$ cat src/rtl/bcd_pkg.sv
// ---------------------------------------------------------------------------
// bcd_pkg
//   Shared types and helpers for the sequential binary-to-BCD converter.
//   - bcd_state_t : converter FSM states
//   - BCD_DIGIT_W : width of one BCD digit
//   - min_digits  : smallest number of decimal digits able to hold 2**n_bits-1
// ---------------------------------------------------------------------------
package bcd_pkg;

  localparam int BCD_DIGIT_W = 4;

  typedef enum logic [1:0] {
    IDLE    = 2'd0,
    CONVERT = 2'd1,
    DONE    = 2'd2
  } bcd_state_t;

  // Number of decimal digits needed for the largest n_bits-wide unsigned value.
  // Valid for n_bits up to 63; 10**19 already exceeds 2**63-1.
  function automatic int min_digits(input int n_bits);
    longint unsigned max_v;
    longint unsigned pow_v;
    int              d;
    max_v = (64'd1 << n_bits) - 64'd1;
    pow_v = 64'd1;
    d     = 32'sd0;
    for (int i = 0; i < 19; i++) begin
      if (pow_v <= max_v) begin
        pow_v = pow_v * 64'd10;
        d     = d + 32'sd1;
      end
    end
    return d;
  endfunction

endpackage

$ cat src/rtl/bcd_add3.sv
// ---------------------------------------------------------------------------
// bcd_add3
//   Double-dabble digit correction: a digit of 5 or more gets +3 so that the
//   following left shift carries correctly into the next decimal digit.
//   Ports:
//     d  in   4  BCD digit before correction (0..9 in normal operation)
//     q  out  4  corrected digit
// ---------------------------------------------------------------------------
module bcd_add3
  import bcd_pkg::*;
(
  input  logic [BCD_DIGIT_W-1:0] d,
  output logic [BCD_DIGIT_W-1:0] q
);

  // Add-3 correction; d<=9 keeps the 4-bit sum in range.
  always_comb begin
    q = d;
    if (d >= 4'd5) begin
      q = d + 4'd3;
    end else begin
      q = d;
    end
  end

endmodule

$ cat src/rtl/bcd_seq_conv.sv
// ---------------------------------------------------------------------------
// bcd_seq_conv
//   Sequential binary-to-BCD converter (shift-and-add-3), one input bit per
//   clock behind a start/busy/done handshake, with a leading-zero blanking mask
//   for the seven-segment scan logic.
//   Parameters:
//     N_BITS    width of the unsigned binary operand (>=1)
//     N_DIGITS  number of BCD output digits (must cover 2**N_BITS-1)
//   Ports:
//     clk    in   1           rising-edge clock
//     rst    in   1           asynchronous active-high reset
//     start  in   1           conversion request, honoured only when not busy
//     in     in   N_BITS      operand, captured on the accepting edge
//     busy   out  1           conversion in progress
//     done   out  1           one-cycle pulse: bcd/lz hold a new result
//     bcd    out  4*N_DIGITS  result, digit 0 (ones) in bcd[3:0]
//     lz     out  N_DIGITS    lz[i]=1 when digit i and all higher digits are 0
// ---------------------------------------------------------------------------
module bcd_seq_conv
  import bcd_pkg::*;
#(
  parameter int N_BITS   = 11,
  parameter int N_DIGITS = 4
) (
  input  logic                            clk,
  input  logic                            rst,
  input  logic                            start,
  input  logic [N_BITS-1:0]               in,
  output logic                            busy,
  output logic                            done,
  output logic [BCD_DIGIT_W*N_DIGITS-1:0] bcd,
  output logic [N_DIGITS-1:0]             lz
);

  localparam int                   BCD_W    = BCD_DIGIT_W * N_DIGITS;
  localparam int                   CNT_W    = $clog2(N_BITS + 1);
  localparam logic [CNT_W-1:0]     CNT_LAST = CNT_W'(N_BITS - 1);
  localparam logic [N_DIGITS-1:0]  LZ_RESET = ~(N_DIGITS'(1'b1));

  generate
    if (N_BITS < 1) begin : g_bad_bits
      $error("bcd_seq_conv: N_BITS must be at least 1");
    end
    if (N_DIGITS < min_digits(N_BITS)) begin : g_bad_digits
      $error("bcd_seq_conv: N_DIGITS too small to hold 2**N_BITS-1");
    end
  endgenerate

  bcd_state_t                 state_r;
  bcd_state_t                 state_nxt_s;
  logic                       accept_s;
  logic                       finish_s;
  logic [CNT_W-1:0]           cnt_r;
  logic [N_BITS-1:0]          bin_sr_r;
  logic [BCD_W-1:0]           dig_sr_r;
  logic [BCD_W-1:0]           adj_s;
  logic [BCD_W+N_BITS-1:0]    shift_s;
  logic [BCD_W-1:0]           dig_nxt_s;
  logic [N_BITS-1:0]          bin_nxt_s;
  logic [N_DIGITS-1:0]        lz_nxt_s;
  logic                       hi_zero_s;
  logic                       busy_r;
  logic                       done_r;
  logic [BCD_W-1:0]           bcd_r;
  logic [N_DIGITS-1:0]        lz_r;

  // Per-digit add-3 correction applied to the whole scratch register at once.
  for (genvar g = 0; g < N_DIGITS; g++) begin : g_add3
    bcd_add3 u_add3 (
      .d (dig_sr_r[g*BCD_DIGIT_W +: BCD_DIGIT_W]),
      .q (adj_s[g*BCD_DIGIT_W +: BCD_DIGIT_W])
    );
  end

  // The corrected digits and the operand shift as one register; the operand
  // MSB lands in the LSB of digit 0 and the corrected top bit falls off.
  assign shift_s   = {adj_s, bin_sr_r} << 1'b1;
  assign dig_nxt_s = shift_s[BCD_W+N_BITS-1 -: BCD_W];
  assign bin_nxt_s = shift_s[N_BITS-1:0];

  // Leading-zero mask of the value about to be published; digit 0 is never
  // blanked so a zero result still shows a single 0.
  always_comb begin
    lz_nxt_s  = {N_DIGITS{1'b0}};
    hi_zero_s = 1'b1;
    for (int i = N_DIGITS - 1; i >= 1; i--) begin
      hi_zero_s   = hi_zero_s & (dig_nxt_s[i*BCD_DIGIT_W +: BCD_DIGIT_W] == 4'd0);
      lz_nxt_s[i] = hi_zero_s;
    end
  end

  // FSM state register.
  always_ff @(posedge clk or posedge rst) begin
    if (rst) begin
      state_r <= IDLE;
    end else begin
      state_r <= state_nxt_s;
    end
  end

  // FSM next-state and accept/finish strobes; start is ignored while converting.
  always_comb begin
    state_nxt_s = state_r;
    accept_s    = 1'b0;
    finish_s    = 1'b0;
    case (state_r)
      IDLE, DONE: begin
        if (start) begin
          accept_s    = 1'b1;
          state_nxt_s = CONVERT;
        end else begin
          state_nxt_s = IDLE;
        end
      end
      CONVERT: begin
        if (cnt_r == CNT_LAST) begin
          finish_s    = 1'b1;
          state_nxt_s = DONE;
        end else begin
          state_nxt_s = CONVERT;
        end
      end
      default: begin
        state_nxt_s = IDLE;
      end
    endcase
  end

  // Scratch registers: load on accept, one shift per CONVERT edge.
  always_ff @(posedge clk or posedge rst) begin
    if (rst) begin
      bin_sr_r <= {N_BITS{1'b0}};
      dig_sr_r <= {BCD_W{1'b0}};
      cnt_r    <= {CNT_W{1'b0}};
    end else if (accept_s) begin
      bin_sr_r <= in;
      dig_sr_r <= {BCD_W{1'b0}};
      cnt_r    <= {CNT_W{1'b0}};
    end else if (state_r == CONVERT) begin
      bin_sr_r <= bin_nxt_s;
      dig_sr_r <= dig_nxt_s;
      cnt_r    <= cnt_r + CNT_W'(1'b1);
    end
  end

  // Output registers; bcd/lz only move on the final shift edge.
  always_ff @(posedge clk or posedge rst) begin
    if (rst) begin
      busy_r <= 1'b0;
      done_r <= 1'b0;
      bcd_r  <= {BCD_W{1'b0}};
      lz_r   <= LZ_RESET;
    end else begin
      busy_r <= (state_nxt_s == CONVERT);
      done_r <= finish_s;
      if (finish_s) begin
        bcd_r <= dig_nxt_s;
        lz_r  <= lz_nxt_s;
      end
    end
  end

  assign busy = busy_r;
  assign done = done_r;
  assign bcd  = bcd_r;
  assign lz   = lz_r;

endmodule

$ cat config.mk
export PLATFORM = sky130hd
export DESIGN_NAME = bcd_seq_conv
export DESIGN_NICKNAME = d
export VERILOG_FILES = /design/src/rtl/bcd_pkg.sv /design/src/rtl/bcd_add3.sv /design/src/rtl/bcd_seq_conv.sv
export SDC_FILE = /design/constraint.sdc
export NUM_CORES = 1
export LEC_CHECK = 0
export ABC_AREA = 1
export CELL_PAD_IN_SITES_DETAIL_PLACEMENT = 1
export CELL_PAD_IN_SITES_GLOBAL_PLACEMENT = 2
export CORE_MARGIN = 2
export CORE_UTILIZATION = 34
export CTS_CLUSTER_SIZE = 16
export DETAILED_ROUTE_END_ITERATION = 6
export PLACE_DENSITY = 0.87
export SLEW_MARGIN = 20
export SYNTH_ARGS = -nofsm -noshare
export SYNTH_HDL_FRONTEND = slang
export SYNTH_HIERARCHICAL = 1
export SYNTH_SLANG_ARGS = --single-unit
$ cat constraint.sdc
create_clock -name clk -period 2.35 [get_ports clk]
set_input_delay 0.47 -clock clk [delete_from_list [all_inputs] [get_ports clk]]
set_output_delay 0.47 -clock clk [all_outputs]
set_load 0.02 [all_outputs]
==> results of run 1 <==
-- power groups by stage --
stage               sequential [mW]  clock [mW]  combinational [mW]
floorplan                      1.89           0                1.92
global placement               1.75           0                2.67
detailed placement             1.76           0                2.76
CTS                            1.75       0.576                2.76
global route                   1.80       0.619                3.02
finish                         1.74       0.550                2.69
-- worst paths after layout --
path | from | end | slack (ps)
hold reg to reg | lz[2] | lz[2] | 480
setup reg to reg | dig_sr_r[9] | lz[1] | 590
min in group clk | lz[2] | lz[2] | 480
setup / recovery | lz[1] | lz[1] | 420
max in group asynchronous | rst | lz[2] | 1270
hold / removal | rst | bcd[0] | 470
-- cell type report --
cell class | instances | share of cell area
repair buffers | 36 | 0.105
multi-input cells | 221 | 0.395
clock inverters | 2 | 0.00359
inverters | 41 | 0.0455
well taps | 108 | 0.0387
clock buffers | 6 | 0.0237
flip-flops and latches | 54 | 0.388
-- state kept, by name (all words and copies together) (netlist names) --
| name | count |
|---|---|
| bcd | 16 |
| dig_sr_r | 16 |
| bin_sr_r | 11 |
| cnt_r | 4 |
| lz | 3 |
| state_r | 2 |
| busy | 1 |
| done | 1 |
-- per-layer routing --
metal,routed length [um],up-vias,share of wire
met3,134,7,0.023
met1,2850,1010,0.49
met2,2800,22,0.48
met5,0,-,0
met4,73,0,0.012
li1,-,1074,-
-- layout by cell type, fill, tap and decap left out, types with 3 or more instances in the layout --
cell type        count
ha_1                10
a21oi_2              3
dfstp_2              3
clkbuf_8             6
inv_1               30
inv_2               10
o21ai_0             17
nand3_1              7
nand2_1             77
nand2_4             23
clkdlybuf4s50_1     34
nand2_2              5
nand3_2              9
o21ai_1             17
o21ai_2             16
dfrtp_1             51
nor2_4               9
nor2_1              25
-- through the flow --
stage	worst slack [ps]	area (um^2)	std cells	hold slack, ps
after detailed placement	562	3390	460	467
after global routing	365	3490	468	501
after floorplan	570	2980	325	453
after CTS	405	3490	468	480
final	423	3490	468	471
after global placement	619	3390	460	457
==> key figures, run 1 <==
Route
  – Total iterations of the first detailed-routing run: 4
  – Wire per inst: roughly 13 um
  – DRT iter0 DRCs: between 50 and 60
  – Post-route antenna net violation count: 0
  – DR vias: around 2100
  – Vias per std cell: between 4 and 5
  – Routed wire length: 5.85 mm
  – Drc violations: 0

Timing
  – # setup viols final: 0
  – Post-layout min period: about 1900 ps
  – Hold Vio Cnt, Final: 0
  – Slew Limit Fails: 0
  – Fmax: just over 500 MHz
  – RSZ-0062 raised after global routing: false
  – Fin crit share: 0.820
  – Setup Total Neg Slack: 0 ps
  – Final Skew: 12.1 ps

Power and ir drop
  – Pwr Total: 4.98 mW
  – Sw Pwr: around 2.3 mW
  – PD cells: 1430 nW/um^2
  – Worst vdd ir: 0.000480 V
  – Power Internal: around 2.7 mW
  – Combinational share of power: 0.541
  – P_leak: around 1.8 nW
  – Net Sw Frac: 0.467
  – Seq pwr share: 0.349
  – Clock Power Share: 0.110

CTS
  – CTS tree: built
  – # resized after CTS: 0
  – Worst skew pair latency: 310 ps
  – CTS sink count: 54
  – Total CTS buffers: 5
  – CTS H-tree depth: 2
  – Cts hold-fix bufs: 0
  – CTS root buf: clkbuf_8
  – Worst-path clk slew: approximately 100 ps
  – Post-CTS setup buffer count: 0
  – Maximum clock insertion buffer count: 2

Global route
  – Grt peak-use layer: met2
  – First-pass GRT wire length: between 10 and 15 mm
  – M3 GR Usage: 0.0245
  – Grt met1 use: 0.173
  – Largest net degree at the start of global routing: 37
  – Initial antenna violation count: 0
  – Grt ovf: 0
  – Vias in the first global route: roughly 2200
  – Met2 Use GR: 0.222
  – Gr usage total: 0.131

Die
  – Num rows: 34
  – DIE WIDTH: between 90 and 100 um
  – Total I/O pin count: 36
  – Core ar.: 8590 um^2
  – Die height: around 98 um
  – Starting Density: 0.347
  – Die Area: about 9500 um^2

Finish
  – Final layout net count: about 380
  – Footprint of the multi-input gates: ~1400 um^2
  – Synthesis-to-layout area growth: 17.0%
  – Share of cells above drive strength 1: 0.247
  – Fin util: 0.406
  – # diodes: 0
  – FF+latch area: 1360 um^2
  – Fillers: approximately 1000

Setup path
  – Worst path bufs/invs: 1
  – WP data required: approximately 1900 ps
  – Critical Path Max Stage Delay: around 600 ps
  – Worst setup EP type: primary output
  – Critical-path cell list: clkdlybuf4s50_1
  – Setup CP Type: reg2out
  – WP depth: 1
  – CP startpoint kind: flop
  – CP delay by family, top: buffers and inverters
  – CP max-delay cell: clkdlybuf4s50_1
  – Reg2Reg Depth: 11
  – Critical path arrival: 1460 ps
  – Worst Path Max Fanout: 2

Yosys
  – Synthesized area: slightly below 3000 um^2
  – Syn_nets: approximately 350
  – Syn Inst Count: roughly 330
  – Post-synthesis average cell area: a little over 9 um^2
  – Ys Warns: 6

Job
  – Max Cap Violations: 0

Run status
  – Status: finished, final reports clean

Hold path
  – HP Class: in2async

Placed design
  – Final HPWL DP: roughly 4.4 mm
  – IO Port Bufs: 34
  – Gpl congestion: around 0.79
Power figures use the tool's default switching activity.
==> inputs of run 2 (changes only) <==
- CORE_UTILIZATION: 34 -> 31
- PLACE_DENSITY: 0.87 -> 0.84
- clock period: 2.35 -> 1.55 ns (I/O delays scaled with it)
==> run 2 against run 1 <==
  * Wire length increased by 16%
  * Register-to-register slack got worse by 640 ps
  * The flow now finishes with violations (negative setup slack)
  * Non-clock buffer count increased by 22
  * First-iteration DRC count decreased by 52%
  * Clock power increased by 73%
  * Worst hold slack got worse by 170 ps
  * Clock-buffer cell count increased by 1
  * Clock skew decreased by 5.7 ps
  * Flip-flop and latch count unchanged
  * Sequential share of layout area decreased by 2.7 points
  * Die area increased by 9.3%
  * Critical path depth increased by 11
  * Largest cell class unchanged
==> key figures, run 2 (synthesis results as in run 1) <==
Run status
  – Status: finished with violations (was finished, final reports clean)
  – Failing checks: negative setup slack

Timing
  – Fin crit share: 1.03
  – Hold WS: 304 ps (was 471 ps)
  – Slew Limit Fails: 0 (unchanged)
  – Final worst slack: -47.2 ps (was 423 ps)
  – Fmax: between 600 and 700 MHz
  – RSZ-0062 raised after global routing: true (was false)
  – Final Skew: 6.45 ps (was 12.1 ps)
  – Post-layout min period: around 1600 ps
  – # setup viols final: 2 (was 0)
  – Hold Vio Cnt, Final: 0 (unchanged)

Setup path
  – Critical Path Max Stage Delay: 430 ps (was 600 ps)
  – CP delay by family, top: simple AND/OR/NAND/NOR gates (was buffers and inverters)
  – Reg2Reg Depth: 12 (was 11)
  – Setup CP Type: reg2reg (was reg2out)
  – Worst setup EP type: flop (was primary output)
  – CP max-delay cell: dfrtp_1 (was clkdlybuf4s50_1)
  – Critical-path cell list: inv_2 -> ha_4 -> nand2_2 -> nand2_2 -> nor2_4 -> nand2_1 -> o21ai_2 -> nor2_1 -> nand2_1 -> nor2_2 -> nand3_1 -> nand2_1 (was clkdlybuf4s50_1)
  – WP data required: 1810 ps (was 1880 ps)
  – Most used cell, CP: nand2_1
  – Critical path arrival: 1850 ps (was 1460 ps)
  – Worst path bufs/invs: 1 (unchanged)
  – Worst Path Max Fanout: 3 (was 2)
  – CP startpoint kind: flop (unchanged)
  – WP depth: 12 (was 1)

CTS
  – CTS H-tree depth: 2 (unchanged)
  – CTS sink count: 54 (unchanged)
  – CTS tree: built (unchanged)
  – Worst skew pair latency: 310 ps (about the same)
  – Maximum clock insertion buffer count: 2 (unchanged)
  – Total CTS buffers: 5 (unchanged)
  – CTS root buf: clkbuf_8 (unchanged)
  – Worst-path clk slew: 100 ps (about the same)
  – Cts hold-fix bufs: 0 (unchanged)

Global route
  – Initial antenna violation count: 0 (unchanged)
  – M3 GR Usage: 0.0246 (was 0.0245)
  – Grt peak-use layer: met2 (unchanged)
  – Met2 Use GR: 0.242 (was 0.222)
  – Vias in the first global route: 2399 (was 2199)
  – Largest net degree at the start of global routing: 37 (unchanged)
  – Grt met1 use: 0.180 (was 0.173)
  – Grt ovf: 0 (unchanged)
  – Gr usage total: 0.138 (was 0.131)
  – First-pass GRT wire length: 11.4 mm (was 10.3 mm)

Die
  – Die Area: 10400 um^2 (was 9530 um^2)
  – Total I/O pin count: 36 (unchanged)
  – Starting Density: 0.321 (was 0.347)
  – DIE WIDTH: 102 um (was 97.6 um)
  – Die height: 102 um (was 97.6 um)
  – Num rows: 35 (was 34)
  – Core ar.: 9280 um^2 (was 8590 um^2)

Finish
  – Fillers: 1130 (was 1008)
  – Final layout net count: 406 (was 383)
  – Most frequent cells in the layout: 76 x nand2_1, 50 x dfrtp_1, 28 x inv_1 (was 77 x nand2_1, 51 x dfrtp_1, 34 x clkdlybuf4s50_1)
  – Commonest non-fill, non-tap cell in the layout: nand2_1 (unchanged)
  – Synthesis-to-layout area growth: 25.8% (was 17.0%)
  – Share of cells above drive strength 1: 0.313 (was 0.247)
  – Post-Layout Inst Area: 3750 um^2 (was 3490 um^2)
  – # diodes: 0 (unchanged)

Power and ir drop
  – Pwr Total: 8.13 mW (was 4.98 mW)
  – Worst vdd ir: 0.000983 V (was 0.000480 V)
  – P_leak: 1.94 nW (was 1.76 nW)
  – PD cells: 2170 nW/um^2 (was 1430 nW/um^2)

Hold path
  – HP Class: in2async (unchanged)

Route
  – DRT iter0 DRCs: 28 (was 58)
  – Total iterations of the first detailed-routing run: 4 (unchanged)
  – Post-route antenna net violation count: 0 (unchanged)
  – Vias per std cell: 4.42 (was 4.51)
  – Routed wire length: 6.79 mm (was 5.85 mm)
  – Wire per inst: 13.3 um (was 12.5 um)
  – Drc violations: 0 (unchanged)
  – DR vias: 2265 (was 2113)

Placed design
  – IO Port Bufs: 34 (unchanged)
  – Placed inst area: 3560 um^2 (was 3390 um^2)
  – Final HPWL DP: 4.76 mm (was 4.44 mm)
  – Gpl congestion: 0.774 (was 0.789)

Job
  – Max Cap Violations: 0 (unchanged)
==> run 2: final timing paths <==
check | start | end | slack [ps]
max reg2reg | dig_sr_r[13] | lz[1] | -50
max | dig_sr_r[13] | lz[1] | -50
min in group clk | lz[2] | lz[2] | 480
min reg2reg | lz[2] | lz[2] | 480
min | rst | state_r[1] | 300
max in group asynchronous | rst | lz[2] | 760
==> run 2: worst reg2reg max path: stages (launching register included) <==
cell	delay [ps]
dfrtp_1	430
inv_2	130
ha_4	150
nand2_2	50
nand2_2	100
nor2_4	50
nand2_1	70
o21ai_2	70
nor2_1	150
nand2_1	110
nor2_2	110
nand3_1	70
nand2_1	80
==> run 2: layer usage <==
metal,wire (um),vias to the layer above
li1,-,1127
met1,3140,1109
met2,3470,24
met3,141,5
met4,33,0
met5,0,-
==> run 2: final cells by class <==
class | count | area (um^2) | share of cell area
Multi-Input combinational cell | 222 | 1440 | 0.385
Sequential cell | 54 | 1360 | 0.361
Clock buffer | 7 | 76.3 | 0.0203
Tap cell | 129 | 161 | 0.0430
Inverter | 41 | 165 | 0.0440
Timing Repair Buffer | 58 | 519 | 0.138
Clock inverter | 1 | 30.0 | 0.00800
==> run 2: through the flow <==
step / TNS [ps] / util / instances / worst slack [ps]
after floorplan: 0 / - / 325 / 55.4
after global placement: -14.4 / 0.383 / 497 / -14.4
after detailed placement: -93.0 / 0.383 / 497 / -42.1
after CTS: 0 / 0.394 / 507 / 5.70
after global routing: -562 / 0.404 / 512 / -197
final: -59.3 / 0.404 / 512 / -47.2
==> run 2: report_power, final <==
group,switching (mW),internal (mW)
clock network,0.467,0.485
logic,2.77,1.83
registers,0.514,2.06
==> run 2: repair_timing <==
item / in CTS / in global routing
pin swaps: 5 / 9
setup endpoints to repair: 23 / 21
resized for setup: 24 / 14
setup buffers: 2 / 4
gates cloned: 0 / 1
==> inputs of run 3 (changes only) <==
- CORE_UTILIZATION: 31 -> 30
- SYNTH_HIERARCHICAL: 1 -> not set
==> run 3 against run 2 <==
  * Largest power group unchanged
  * Worst hold slack better by 110 ps
  * Critical path depth is 11 lower
  * Combinational power is 13% lower
  * Critical path type is now reg2out
  * Largest cell class is now registers
  * Critical endpoint is now lz[1]
  * Synthesized cell count is 13% lower
  * The run now ends clean
  * Clock power is 13% lower
==> key figures, run 3 <==
Yosys
  – Post-synthesis sequential element count: 53
  – Synth Area in XOR/XNOR: 0.00344
  – Commonest cells post-synth: 68 x nand2_1, 50 x dfrtp_1, 40 x inv_1, 17 x o21ai_1, 16 x o22ai_1
  – Seq/Total Area, Yosys: 0.522
  – Netlist cell types: 29
  – Post-synth EDFFs: 0
  – FFs w/ async S/R, synth: 1.00
  – Post-synthesis average cell area: 8.97 um^2 (was 9.17 um^2)
  – Simple-gate share of the synthesized area: 0.193
  – Multiplexer share of the synthesized area: 0
  – Top cells by area, synth: dfrtp_1 49%, nand2_1 10%, inv_1 5.9%, ha_1 4.9%, o22ai_1 3.9%
  – Synthesized area: 2550 um^2 (was 2980 um^2)
  – Main combinational cell family by area after synthesis: simple AND/OR/NAND/NOR gates
  – Syn Inst Count: 284 (was 325)
  – Area leader, netlist: dfrtp_1
  – Synth Area in Compound Gates: 0.137
  – Post-Synth Adder-Cell Area: 0.0491
  – Ys Warns: 0 (was 6)
  – Syn_nets: 308 (was 349)
  – Top cell type's share of synthesized area: 0.491
  – Ys flop type: dfrtp_1
  – Most common cell in the netlist: nand2_1

Route
  – Total iterations of the first detailed-routing run: 4 (unchanged)
  – Drc violations: 0 (unchanged)
  – Wire per inst: 13.0 um (was 13.3 um)
  – Routed wire length: 5.80 mm (was 6.79 mm)
  – DRT iter0 DRCs: 70 (was 28)
  – Post-route antenna net violation count: 0 (unchanged)
  – DR vias: 2066 (was 2265)
  – Vias per std cell: 4.63 (was 4.42)

Finish
  – Final layout net count: 364 (was 406)
  – # diodes: 0 (unchanged)
  – Most frequent cells in the layout: 62 x nand2_1, 50 x dfrtp_1, 35 x inv_1 (was 76 x nand2_1, 50 x dfrtp_1, 28 x inv_1)
  – Fin util: 0.400 (was 0.404)
  – Synthesis-to-layout area growth: 29.2% (was 25.8%)
  – Share of cells above drive strength 1: 0.220 (was 0.313)
  – Fillers: 985 (was 1130)
  – Commonest non-fill, non-tap cell in the layout: nand2_1 (unchanged)

Global route
  – Gr usage total: 0.133 (was 0.138)
  – Grt ovf: 0 (unchanged)
  – Initial antenna violation count: 0 (unchanged)
  – Largest net degree at the start of global routing: 54 (was 37)
  – First-pass GRT wire length: 9.58 mm (was 11.4 mm)
  – Vias in the first global route: 2083 (was 2399)

Setup path
  – Worst Path Max Fanout: 2 (was 3)
  – Critical Path Max Stage Delay: 550 ps (was 430 ps)
  – CP max-delay cell: dfstp_2 (was dfrtp_1)
  – Critical-path cell list: dlygate4sd2_1 (was inv_2 -> ha_4 -> nand2_2 -> nand2_2 -> nor2_4 -> nand2_1 -> o21ai_2 -> nor2_1 -> nand2_1 -> nor2_2 -> nand3_1 -> nand2_1)
  – Setup CP Type: reg2out (was reg2reg)
  – Worst path bufs/invs: 1 (unchanged)
  – Worst setup EP type: primary output (was flop)
  – Critical path arrival: 1180 ps (was 1850 ps)
  – CP delay by family, top: flip-flops (was simple AND/OR/NAND/NOR gates)
  – WP data required: 1240 ps (was 1810 ps)
  – CP startpoint kind: flop (unchanged)

CTS
  – CTS H-tree depth: 2 (unchanged)
  – Total CTS buffers: 5 (unchanged)
  – Maximum clock insertion buffer count: 2 (unchanged)
  – Worst skew pair latency: 310 ps (about the same)
  – CTS root buf: clkbuf_8 (unchanged)
  – CTS tree: built (unchanged)
  – Worst-path clk slew: 100 ps (about the same)
  – CTS sink count: 53 (was 54)

Die
  – Total I/O pin count: 36 (unchanged)
  – Num rows: 33 (was 35)
  – Core ar.: 8220 um^2 (was 9280 um^2)
  – Die height: 96.2 um (was 102 um)
  – Starting Density: 0.310 (was 0.321)
  – DIE WIDTH: 96.2 um (was 102 um)
  – Die Area: 9240 um^2 (was 10400 um^2)

Hold path
  – HP Class: in2async (unchanged)

Timing
  – # setup viols final: 0 (was 2)
  – Setup Total Neg Slack: 0 ps (was -59.3 ps)
  – Post-layout min period: 1490 ps (was 1600 ps)
  – Fin crit share: 0.963 (was 1.03)
  – Hold WS: 410 ps (was 304 ps)
  – Slew Limit Fails: 0 (unchanged)
  – Hold Vio Cnt, Final: 0 (unchanged)
  – Final Skew: 11.8 ps (was 6.45 ps)
  – Fmax: 670 MHz (was 626 MHz)

Run status
  – Status: finished, final reports clean (was finished with violations)

Placed design
  – Gpl congestion: 0.859 (was 0.774)
  – Final HPWL DP: 4.26 mm (was 4.76 mm)
  – IO Port Bufs: 34 (unchanged)

Power and ir drop
  – Worst vdd ir: 0.000659 V (was 0.000983 V)
  – PD cells: 2190 nW/um^2 (was 2170 nW/um^2)
  – P_leak: 1.62 nW (was 1.94 nW)

Job
  – Max Cap Violations: 0 (unchanged)
run 3: cell type report:
class | count | area, um^2 | share of cell area
inverter | 44 | 173 | 0.0525
clock buffer | 6 | 82.6 | 0.0251
tap | 105 | 131 | 0.0399
multi-input combinational | 176 | 1030 | 0.312
timing repair buffer | 60 | 534 | 0.162
sequential | 53 | 1330 | 0.404
clock inverter | 2 | 13.8 | 0.00418
run 3: per-stage QoR:
stage / power, mW / setup slack, ps / std cells / cell area [um^2]
final: 7.20 / 57.0 / 446 / 3290
after detailed placement: 6.35 / -31.6 / 430 / 3110
after CTS: 7.05 / 1.93 / 440 / 3190
after global routing: 7.91 / -17.6 / 446 / 3290
after global placement: 6.17 / 39.5 / 430 / 3110
after floorplan: 4.83 / 238 / 284 / 2550
run 3: cells by family (layout without fill, tap and decap cells):
logic type | count (synthesis) | in the layout
AO/OA/AOI/OAI | 57 | 57
XOR/XNOR | 1 | 1
adder cells (fa/ha/maj) | 10 | 10
buffers and inverters | 55 | 112
flip-flops | 53 | 53
other | 1 | 1
AND/OR/NAND/NOR | 107 | 107
run 3: power by group:
| group | switching (mW) | internal, mW |
|---|---|---|
| clock | 0.468 | 0.363 |
| combinational | 2.35 | 1.66 |
| sequential | 0.339 | 2.02 |
| total | 3.16 | 4.04 |
run 3: routing by layer:
metal	track usage	up-vias	share of wire	routed length, um
met3	0.0235	4	0.028	165
met1	0.171	986	0.46	2680
li1	-	1047	-	-
met5	0	-	0	0
met4	0.0393	0	0.010	59
met2	0.230	29	0.50	2890
run 3: final timing paths:
| check | from | endpoint | slack (ps) | cells after the start |
|---|---|---|---|---|
| worst max register to register | dig_sr_r[4] | dig_sr_r[6] | 80 | 6 |
| worst min register to register | lz[3] | lz[3] | 480 | 2 |
| min in group clk | lz[3] | lz[3] | 480 | 2 |
| max in group asynchronous | rst | lz[3] | 850 | 3 |
| worst max-delay path | lz[1] | lz[1] | 60 | 1 |
| worst min-delay path | rst | state_r[0] | 410 | 3 |
run 3: repair_timing:
action                                  in CTS  in global routing
hold buffers                                 0                  0
hold endpoints to repair                     0                  0
pin swaps                                    0                  6
gates resized for setup                     21                 22
endpoints found under the setup margin      22                 22
setup buffers                                2                  6
